<file path="config.mk">
export PLATFORM = sky130hd
export DESIGN_NAME = sram_arbiter
export DESIGN_NICKNAME = d
export VERILOG_FILES = /design/src/rtl/sram_arb_pkg.sv /design/src/rtl/sram_arbiter.sv
export SDC_FILE = /design/constraint.sdc
export NUM_CORES = 1
export LEC_CHECK = 0
export ABC_AREA = 1
export CAP_MARGIN = 10
export CORE_MARGIN = 5
export CORE_UTILIZATION = 60
export DETAILED_ROUTE_END_ITERATION = 8
export DONT_BUFFER_PORTS = 1
export GPL_TIMING_DRIVEN = 0
export PLACE_DENSITY = 0.81
export SKIP_CTS_REPAIR_TIMING = 1
export SLEW_MARGIN = 25
export SYNTH_ARGS = -nofsm -noshare
export SYNTH_HDL_FRONTEND = slang
export SYNTH_SLANG_ARGS = --single-unit
</file>
<file path="constraint.sdc">
create_clock -name HCLK -period 2 [get_ports HCLK]
set_clock_uncertainty 0.05 [all_clocks]
set_input_delay 0.3 -clock HCLK [delete_from_list [all_inputs] [get_ports HCLK]]
set_output_delay 0.3 -clock HCLK [all_outputs]
set_load 0.1 [all_outputs]
</file>
<file path="src/rtl/sram_arb_pkg.sv">
// Shared types and defaults for the CPU/DMA SRAM arbiter.
// Imported by the arbiter and by anything that names its states or ports.
package sram_arb_pkg;

  typedef enum logic [1:0] {
    ARB,
    LOCK_P0,
    LOCK_P1
  } state_t;

  localparam int P_CPU = 0;
  localparam int P_DMA = 1;

  localparam int ADDR_W_DEF    = 14;
  localparam int DATA_W_DEF    = 8;
  localparam int MAX_BURST_DEF = 16;

endpackage

</file>
<file path="src/rtl/sram_arbiter.sv">
// Round-robin CPU/DMA arbiter for the single-port SRAM with bounded
// burst locking and a registered one-cycle read-return pipe.
module sram_arbiter
  import sram_arb_pkg::*;
#(
  parameter int ADDR_W    = ADDR_W_DEF,
  parameter int DATA_W    = DATA_W_DEF,
  parameter int MAX_BURST = MAX_BURST_DEF
) (
  input  logic              HCLK,
  input  logic              HRESETn,
  input  logic              REQ0,
  input  logic              REQ1,
  input  logic              WE0,
  input  logic              WE1,
  input  logic              LOCK0,
  input  logic              LOCK1,
  input  logic [ADDR_W-1:0] ADDR0,
  input  logic [ADDR_W-1:0] ADDR1,
  input  logic [DATA_W-1:0] WDATA0,
  input  logic [DATA_W-1:0] WDATA1,
  output logic              GNT0,
  output logic              GNT1,
  output logic [DATA_W-1:0] RDATA0,
  output logic [DATA_W-1:0] RDATA1,
  output logic              RVALID0,
  output logic              RVALID1,
  output logic              SRAMCS,
  output logic              SRAMWEN,
  output logic [ADDR_W-1:0] SRAMADDR,
  output logic [DATA_W-1:0] SRAMWDATA,
  input  logic [DATA_W-1:0] SRAMRDATA
);

  localparam int BW = $clog2(MAX_BURST + 1);
  localparam logic [BW-1:0] BMAX = BW'(MAX_BURST);

  state_t        state, state_n;
  logic          last, last_n;
  logic [BW-1:0] bcnt, bcnt_n;
  logic [1:0]    rd_pend;

  logic          win0, win1;
  logic          own;
  logic          lock_own;
  logic          lk_win;
  logic          req_other;
  logic [BW-1:0] cnt_inc;

  always_ff @(posedge HCLK or negedge HRESETn) begin
    if (!HRESETn) begin
      state   <= ARB;
      last    <= 1'b1;
      bcnt    <= '0;
      rd_pend <= 2'b00;
    end else begin
      state   <= state_n;
      last    <= last_n;
      bcnt    <= bcnt_n;
      rd_pend <= {GNT1 & ~WE1, GNT0 & ~WE0};
    end
  end

  always_comb begin
    win0      = 1'b0;
    win1      = 1'b0;
    state_n   = state;
    last_n    = last;
    bcnt_n    = bcnt;
    own       = (state == LOCK_P1);
    lk_win    = 1'b0;
    req_other = 1'b0;
    cnt_inc   = (bcnt >= BMAX) ? BMAX : bcnt + 1'b1;
    lock_own  = (state == LOCK_P0 && REQ0) ||
                (state == LOCK_P1 && REQ1);
    if (lock_own) begin
      win0      = ~own;
      win1      = own;
      lk_win    = own ? LOCK1 : LOCK0;
      req_other = own ? REQ0 : REQ1;
      bcnt_n    = cnt_inc;
      last_n    = own;
      if (!lk_win || (cnt_inc == BMAX && req_other)) begin
        state_n = ARB;
        bcnt_n  = '0;
      end
    end else begin
      // A lock whose owner dropped REQ falls through to plain arbitration
      win0      = REQ0 & (~REQ1 | last);
      win1      = REQ1 & (~REQ0 | ~last);
      lk_win    = win1 ? LOCK1 : LOCK0;
      req_other = win1 ? REQ0 : REQ1;
      state_n   = ARB;
      bcnt_n    = '0;
      if (win0 || win1) begin
        last_n = win1;
        if (lk_win && !(MAX_BURST == 1 && req_other)) begin
          state_n = win1 ? LOCK_P1 : LOCK_P0;
          bcnt_n  = BW'(1);
        end
      end
    end
  end

  assign GNT0      = win0 & HRESETn;
  assign GNT1      = win1 & HRESETn;
  assign SRAMCS    = GNT0 | GNT1;
  assign SRAMWEN   = GNT1 ? WE1 : (GNT0 & WE0);
  assign SRAMADDR  = win1 ? ADDR1 : ADDR0;
  assign SRAMWDATA = win1 ? WDATA1 : WDATA0;

  assign RVALID0 = rd_pend[P_CPU];
  assign RVALID1 = rd_pend[P_DMA];
  assign RDATA0  = rd_pend[P_CPU] ? SRAMRDATA : '0;
  assign RDATA1  = rd_pend[P_DMA] ? SRAMRDATA : '0;

endmodule

</file>
==> results of run 1 <==
[stage by stage]
step,TNS [ps],cells
2_1_floorplan,0,187
3_3_place_gp,-233.9,204
3_5_place_dp,-758.6,204
4_1_cts,-11880,208
[Yosys cell counts, drive strengths merged]
library cell | n | area, um2
nor3 | 1 | 5.000
ha | 2 | 25.02
dfstp | 1 | 26.28
nand2 | 107 | 424.2
dfrtp | 9 | 225.2
nor2 | 10 | 42.54
nand4 | 4 | 25.02
a21oi | 1 | 5.000
o21ai | 5 | 36.29
buf | 4 | 45.04
inv | 31 | 118.9
nand3 | 9 | 45.04
clkbuf | 2 | 7.510
o2111ai | 1 | 8.760
[cells by family after synthesis]
kind of cell    share of synthesized area
simple gates                       0.5210
buf+inv                            0.1649
flops                              0.2419
compound gates                    0.04814
fa+ha+maj                         0.02406
==> key figures, run 1 <==
CTS
  – Clock sink total: 10
  – Root Driver: clkbuf_4
  – Htree depth: 1
  – Clk buf depth: 2
  – CTS buffer count: 3

Yosys
  – Mapped Cells: 187
  – Yosys reg bits: 10
  – Post-Syn Nets: 249
  – Post-synthesis sequential area ratio: 0.2419
  – Synthesized area per cell: 5.560 um2
  – Yosys warnings: 0
  – Synth cell types: 20
  – Post-Syn Area: 0.001040 mm2

Die
  – Die Ht: slightly above 50 um
  – Die Wd: 51.63 um
  – I/O pin count: 104
  – Initial Util: 0.6156
  – Core Rows: 15

Global route
  – Largest net degree at the start of global routing: 15

Placement
  – Worst Setup Slack post-DPL: -139.1 ps
  – Placement-stage cell area: 0.001114 mm2
  – HPWL after DPL: 2405 um
  – Port buffer count: 0
  – GP Congestion: 0.8437

STA
  – Worst_ep kind: top-level output
  – Crit. endpoint post-GRT repair: SRAMADDR[10]

Run status
  – Stopped at: global routing (5_1_grt)
  – First Err: [ERROR DPL-0038] Utilization greater than 100%, impossible to legalize
  – Status: stopped before the end
==> inputs of run 2 (changes only) <==
--- a/config.mk
+++ b/config.mk
@@ -7,12 +7,12 @@
 export LEC_CHECK = 0
 export ABC_AREA = 1
 export CAP_MARGIN = 10
-export CORE_MARGIN = 5
-export CORE_UTILIZATION = 60
+export CORE_AREA = 5 5 66 68
 export DETAILED_ROUTE_END_ITERATION = 8
+export DIE_AREA = 0 0 71 73
 export DONT_BUFFER_PORTS = 1
 export GPL_TIMING_DRIVEN = 0
-export PLACE_DENSITY = 0.81
+export PLACE_DENSITY_LB_ADDON = 0.15
 export SKIP_CTS_REPAIR_TIMING = 1
 export SLEW_MARGIN = 25
 export SYNTH_ARGS = -nofsm -noshare
==> run 2 against run 1 <==
  * The flow now finishes, with violations (negative setup slack)
  * Synthesized area stayed put
  * Synthesized cell count unchanged
==> key figures, run 2 <==
Finish
  – Area Overhead vs Synth: 95.19%
  – Most frequent cells in the layout: 38 x nand2_1, 24 x nand2_8, 23 x nand2_4
  – Ratio of cells with drive above 1 in the final layout: 0.5850
  – Net count reported at finish: about 260
  – Fill cell total of the finished layout: roughly 380
  – Biggest regs: bcnt x5, rd_pend x2, state x2
  – Biggest register: bcnt
  – Most common library cell in the layout ignoring fill and taps: nand2_1
  – # diodes: 0
  – Number of flip-flops in the largest register: 5

CTS
  – Worst skew pair latency: 240 ps
  – Clk buf depth: 2 (unchanged)
  – Htree depth: 1 (unchanged)
  – CTS buffer count: 3 (unchanged)
  – Clock sink total: 10 (unchanged)
  – Root Driver: clkbuf_8 (was clkbuf_4)
  – CTS tree: done
  – Clock-pin slew on the worst setup and hold paths: ~50 ps

Power
  – Leakage dissipation: ~0.81 nW
  – PD cells: 896.9 mW/mm2
  – Worst-case vdd ir drop: 0.4702 mV

Drt
  – Total Wirelength: roughly 3900 um
  – Routed WL per cell: between 15 and 20 um
  – Residual DRC count: 0
  – First-pass iteration count of the detailed router: 4
  – Drt initial violations: 29
  – Vias/cell: 4.716
  – Antenna Violating Nets Remaining: 0
  – Via count: 1,179

Global route
  – Largest net degree at the start of global routing: 15
  – Initial antenna violation count: 0
  – Gr usage total: 0.1061
  – Vias in the first global route: slightly below 1,000
  – Global-route wire length before repair: 4450 um
  – GRT Residual Overflow: 0

Setup path
  – Largest stage delay, worst path: 380 ps
  – R2R depth: 8
  – Most frequent cell on the critical path: nand2_4
  – CP Max Fanout: 7
  – Slowest CP cell: dfrtp_1
  – CP top delay family: buffers and inverters
  – RR Startpoint: bcnt[0]
  – Startpoint class of the critical path: flip-flop
  – Reg2reg end: bcnt[1]
  – Data required time of the critical path: 1650 ps
  – CP endpoint kind: output port
  – Cell Chain, Critical Path: inv_2, nor2_4, nand2_4, nand2_4, o21ai_4, buf_12, inv_8, clkbuf_16, nand2_4, nand2_8
  – R2r setup slk: 410 ps
  – Worst EP arrival: 1700 ps
  – Setup Crit Path Kind: flip-flop to output port
  – CP bufs+invs: 4

Yosys
  – Post-synth top flop: dfrtp_1 (unchanged)
  – Synth top area cells: nand2_1 37%, dfrtp_1 22%, inv_1 10% (unchanged)
  – Yosys warnings: 0 (unchanged)
  – Post-synth EDFFs: 0 (unchanged)
  – Synthesized area per cell: 5.560 um2 (unchanged)
  – Asr flop ratio synth: 1.000 (unchanged)
  – Top-area cell type share of the netlist area: 0.3682 (unchanged)
  – Post-synthesis sequential area ratio: 0.2419 (unchanged)
  – Synth cell types: 20 (unchanged)
  – Mapped Cells: 187 (unchanged)
  – Post-Syn Area: 0.001040 mm2 (unchanged)
  – Yosys reg bits: 10 (unchanged)
  – Post-Syn Nets: 249 (unchanged)
  – Synth top cells by count: 102 x nand2_1, 28 x inv_1, 9 x dfrtp_1, 9 x nand3_1, 8 x nor2_1 (unchanged)
  – Most frequent cell after synthesis: nand2_1 (unchanged)
  – Cell taking the most area after synthesis: nand2_1 (unchanged)

STA
  – Final cycle utilization of the critical path: 1.025
  – Measured slew at the worst slew-check pin: 497.7 ps
  – Fmax: 0.4877 GHz
  – Fin. Hold Viols: 0
  – Slew headroom: 0.6675
  – Tmin final: 2051 ps
  – Pins over their slew limit: 0
  – TNS Setup: -671.0 ps
  – RSZ-0062 raised after global routing: yes
  – Setup ws final: -50.53 ps
  – # setup viols final: 21

Placement
  – Worst Setup Slack post-DPL: -152.1 ps (was -139.1 ps)
  – Port buffer count: 0 (unchanged)
  – HPWL after DPL: 2496 um (was 2405 um)
  – GP Congestion: 0.6996 (was 0.8437)

Min path
  – Min-delay src: WE0
  – Hold Path End: rd_pend[0]
  – WHS Path Cells: 1
  – Worst Hold Class: input port to flip-flop

Die
  – Core Rows: 23 (was 15)
  – Total core area: 0.003799 mm2
  – DIE AREA: 0.005183 mm2
  – Die Wd: 71 um (was 51.63 um)
  – I/O pin count: 104 (unchanged)
  – Initial Util: 0.2737 (was 0.6156)
  – Die Ht: 73 um (was 51.63 um)

Run status
  – Failing checks: negative setup slack
  – Status: finished with violations (was stopped before the end)

Job
  – Max Cap Viol: 0
==> run 2: cells by family (layout without fill, tap and decap cells) <==
family / count (synthesis) / after routing / synth area share
AND/OR/NAND/NOR: 131 / 131 / 0.5210
buffers and inverters: 37 / 50 / 0.1649
flip-flops: 10 / 10 / 0.2419
AO/OA/AOI/OAI: 7 / 7 / 0.04814
adder cells (fa/ha/maj): 2 / 2 / 0.02406
==> run 2: how the worst max path moves through the flow <==
stage               slack, ps      from  depth (start not counted)           to
floorplan                   1  state[1]                          7       SRAMCS
global placement         -130  state[1]                          7       SRAMCS
detailed placement       -150  state[1]                          7       SRAMCS
CTS                      -410  state[1]                          7       SRAMCS
global route             -110  state[1]                         10  SRAMADDR[6]
finish                    -50  state[1]                         10  SRAMADDR[6]
==> run 2: stage by stage <==
stage	cells	power (mW)	area, um2	utilization	hold WS, ps
floorplan	187	1.130	1092	-	-45.59
global placement	237	1.178	1155	0.3040	-45.30
detailed placement	237	1.178	1155	0.3040	-45.23
CTS	241	1.443	1210	0.3185	-302.8
global route	250	1.893	2029	0.5343	51.15
finish	250	1.820	2029	0.5343	70.17
==> run 2: metal layers <==
layer | track usage | wire length, um | part of all wire | vias to the layer above
met3 | 0.03719 | 370 | 0.096 | 6
li1 | - | - | - | 580
met2 | 0.1545 | 2135 | 0.55 | 65
met1 | 0.1395 | 1300 | 0.34 | 528
met4 | 0.05010 | 59 | 0.015 | 0
met5 | 0 | 0 | 0 | -
==> run 2: area by class of cell <==
class / count / area, um2 / share of cell area
inverters: 31 / 193.9 / 0.09556
well taps: 50 / 62.56 / 0.03083
clock buffers: 4 / 55.05 / 0.02713
repair buffers: 9 / 130.1 / 0.06412
plain buffers: 6 / 92.59 / 0.04562
flip-flops and latches: 10 / 260.3 / 0.1282
multi-input cells: 140 / 1235 / 0.6085
==> run 2: power breakdown <==
| part | internal (mW) | switching [mW] |
|---|---|---|
| combinational | 0.300 | 1.01 |
| sequential | 0.221 | 0.0340 |
| clock | 0.173 | 0.0830 |
Power figures use the tool's default switching activity.
==> inputs of run 3 (changes only) <==
==> constraint.sdc (replaced) <==
create_clock -name HCLK -period 2 [get_ports HCLK]
set_clock_uncertainty 0.05 [all_clocks]
set_input_delay 0.3 -clock HCLK [delete_from_list [all_inputs] [get_ports HCLK]]
set_output_delay 0.3 -clock HCLK [all_outputs]
set_load 0.005 [all_outputs]
==> run 3 against run 2 <==
  * The flow now finishes without violations
  * Register-to-register slack better by 30 ps
  * Final cell count is 2.0% lower
  * Core utilization is 22 points lower
  * Critical path depth is 1 lower
  * Critical path type unchanged
==> key figures, run 3 (synthesis results as in run 2) <==
Finish
  – Fin area: 0.001185 mm2 (was 0.002029 mm2)
  – Biggest register: bcnt (unchanged)
  – Ratio of cells with drive above 1 in the final layout: 0.1128 (was 0.5850)
  – Biggest regs: bcnt x5, rd_pend x2, state x2 (unchanged)
  – Non-filler instance count after layout: 245 (was 250)
  – Most common library cell in the layout ignoring fill and taps: nand2_1 (unchanged)
  – Most frequent cells in the layout: 102 x nand2_1, 28 x inv_1, 9 x nand3_1, 9 x dfrtp_1, 8 x nor2_1 (was 38 x nand2_1, 24 x nand2_8, 23 x nand2_4)
  – Area Overhead vs Synth: 13.96% (was 95.19%)
  – Number of flip-flops in the largest register: 5 (unchanged)
  – Net count reported at finish: 258 (was 263)
  – # diodes: 0 (unchanged)

CTS
  – Worst skew pair latency: 240 ps (about the same)
  – Clock-pin slew on the worst setup and hold paths: 50 ps (about the same)
  – Clk buf depth: 2 (unchanged)
  – CTS tree: done (unchanged)
  – Clock sink total: 10 (unchanged)
  – Htree depth: 1 (unchanged)
  – Root Driver: clkbuf_8 (unchanged)
  – CTS buffer count: 3 (unchanged)

Min path
  – Worst Hold Class: input port to flip-flop (unchanged)

Power
  – Sw Pwr: 0.2666 mW (was 1.126 mW)
  – Leakage dissipation: 0.7612 nW (was 0.8056 nW)
  – Worst-case vdd ir drop: 0.2107 mV (was 0.4702 mV)
  – Cell Int Power: 0.4551 mW (was 0.6945 mW)
  – Sequential share of power: 0.325 (was 0.140)
  – Clk pwr share: 0.310 (was 0.141)
  – Sw frac: 0.3694 (was 0.6185)
  – Comb pwr share: 0.365 (was 0.719)
  – PD cells: 609.1 mW/mm2 (was 896.9 mW/mm2)

Drt
  – Total Wirelength: 2961 um (was 3866 um)
  – Antenna Violating Nets Remaining: 0 (unchanged)
  – Via count: 1,115 (was 1,179)
  – Vias/cell: 4.551 (was 4.716)
  – Routed WL per cell: 12.09 um (was 15.46 um)
  – Drt initial violations: 35 (was 29)
  – First-pass iteration count of the detailed router: 4 (unchanged)
  – Residual DRC count: 0 (unchanged)

Die
  – Core Rows: 23 (unchanged)
  – Initial Util: 0.2737 (unchanged)
  – Die Ht: 73 um (unchanged)
  – DIE AREA: 0.005183 mm2 (unchanged)
  – I/O pin count: 104 (unchanged)
  – Total core area: 0.003799 mm2 (unchanged)
  – Die Wd: 71 um (unchanged)

Global route
  – Largest net degree at the start of global routing: 15 (unchanged)
  – Vias in the first global route: 1,006 (was 971)
  – GRT Residual Overflow: 0 (unchanged)
  – Initial antenna violation count: 0 (unchanged)
  – Gr usage total: 0.1045 (was 0.1061)
  – Global-route wire length before repair: 4416 um (was 4450 um)

Setup path
  – Startpoint class of the critical path: flip-flop (unchanged)
  – Data required time of the critical path: 1650 ps (about the same)
  – Slowest CP cell: dfrtp_1 (unchanged)
  – CP endpoint kind: output port (unchanged)
  – Cell Chain, Critical Path: inv_2, nor2_2, nand2_4, nand2_4, o21ai_4, inv_4, buf_6, nand2_1, nand2_1 (was inv_2, nor2_4, nand2_4, nand2_4, o21ai_4, buf_12, inv_8, clkbuf_16, nand2_4, nand2_8)
  – R2r setup slk: 440 ps (was 410 ps)
  – Setup Crit Path Kind: flip-flop to output port (unchanged)
  – CP Max Fanout: 10 (was 7)
  – CP bufs+invs: 3 (was 4)
  – CP top delay family: flip-flops (was buffers and inverters)
  – Worst EP arrival: 1520 ps (was 1700 ps)
  – Largest stage delay, worst path: 400 ps (was 380 ps)

STA
  – TNS Setup: 0 ps (was -671.0 ps)
  – # setup viols final: 0 (was 21)
  – Slew headroom: 0.6710 (was 0.6675)
  – Final cycle utilization of the critical path: 0.9361 (was 1.025)
  – Tmin final: 1872 ps (was 2051 ps)
  – Pins over their slew limit: 0 (unchanged)
  – Fin. Hold Viols: 0 (unchanged)
  – Measured slew at the worst slew-check pin: 491.9 ps (was 497.7 ps)
  – Setup ws final: 127.9 ps (was -50.53 ps)
  – Fmax: 0.5342 GHz (was 0.4877 GHz)
  – Worst hold margin: 73.55 ps (was 70.17 ps)

Placement
  – Placement-stage cell area: 0.001102 mm2 (was 0.001155 mm2)
  – HPWL after DPL: 2436 um (was 2496 um)
  – Worst Setup Slack post-DPL: 369.3 ps (was -152.1 ps)
  – GP Congestion: 0.7173 (was 0.6996)
  – Port buffer count: 0 (unchanged)
  – Dpl cells: 237 (unchanged)

Run status
  – Status: completed (was finished with violations)

Job
  – Max Cap Viol: 0 (unchanged)
## run 3: cell count changes in the layout (fill, tap and decap cells not counted), moves of 3 or more
cell,delta
nand2_8,-24
inv_1,+18
nand2_2,-20
dfrtp_1,+3
nand2_1,+64
nand2_4,-20
buf_12,-4
clkinvlp_4,-18
clkbuf_1,+3
## run 3: power by group through the flow
stage | clock, mW | sequential (mW) | combinational (mW)
6_report | 0.224 | 0.235 | 0.263
5_1_grt | 0.240 | 0.237 | 0.306
3_3_place_gp | 0 | 0.238 | 0.255
4_1_cts | 0.232 | 0.235 | 0.254
2_1_floorplan | 0 | 0.233 | 0.212
3_5_place_dp | 0 | 0.238 | 0.253
## run 3: path summary, 6_finish.rpt
check	startpoint	endpoint	depth (start not counted)
max	state[1]	SRAMADDR[5]	9
min	WE0	rd_pend[0]	1
max reg2reg	bcnt[0]	bcnt[1]	8
min reg2reg	last	last	2
max in group asynchronous	HRESETn	last	1
min in group asynchronous	HRESETn	bcnt[4]	1
## run 3: metal layers
layer,global-route usage,vias to the layer above,routed length [um]
li1,-,569,-
met1,0.1356,472,1259
met2,0.1607,69,1347
met3,0.02755,5,299
met4,0.05010,0,54
met5,0,-,0
## run 3: layout make-up
| type | instances | area (um2) |
|---|---|---|
| Sequential cell | 10 | 251.5 |
| Fill cell | 439 | 2614 |
| Inverter | 31 | 118.9 |
| Tap cell | 50 | 62.56 |
| Buffer | 6 | 52.55 |
| Timing Repair Buffer | 4 | 32.53 |
| Clock buffer | 4 | 45.04 |
| Multi-Input combinational cell | 140 | 621.8 |
## run 3: through the flow
step	util	power, mW
final	0.3119	0.7218
after global routing	0.3119	0.7841
after CTS	0.3020	0.7204
after detailed placement	0.2902	0.4905
after global placement	0.2902	0.4930
after floorplan	-	0.4455
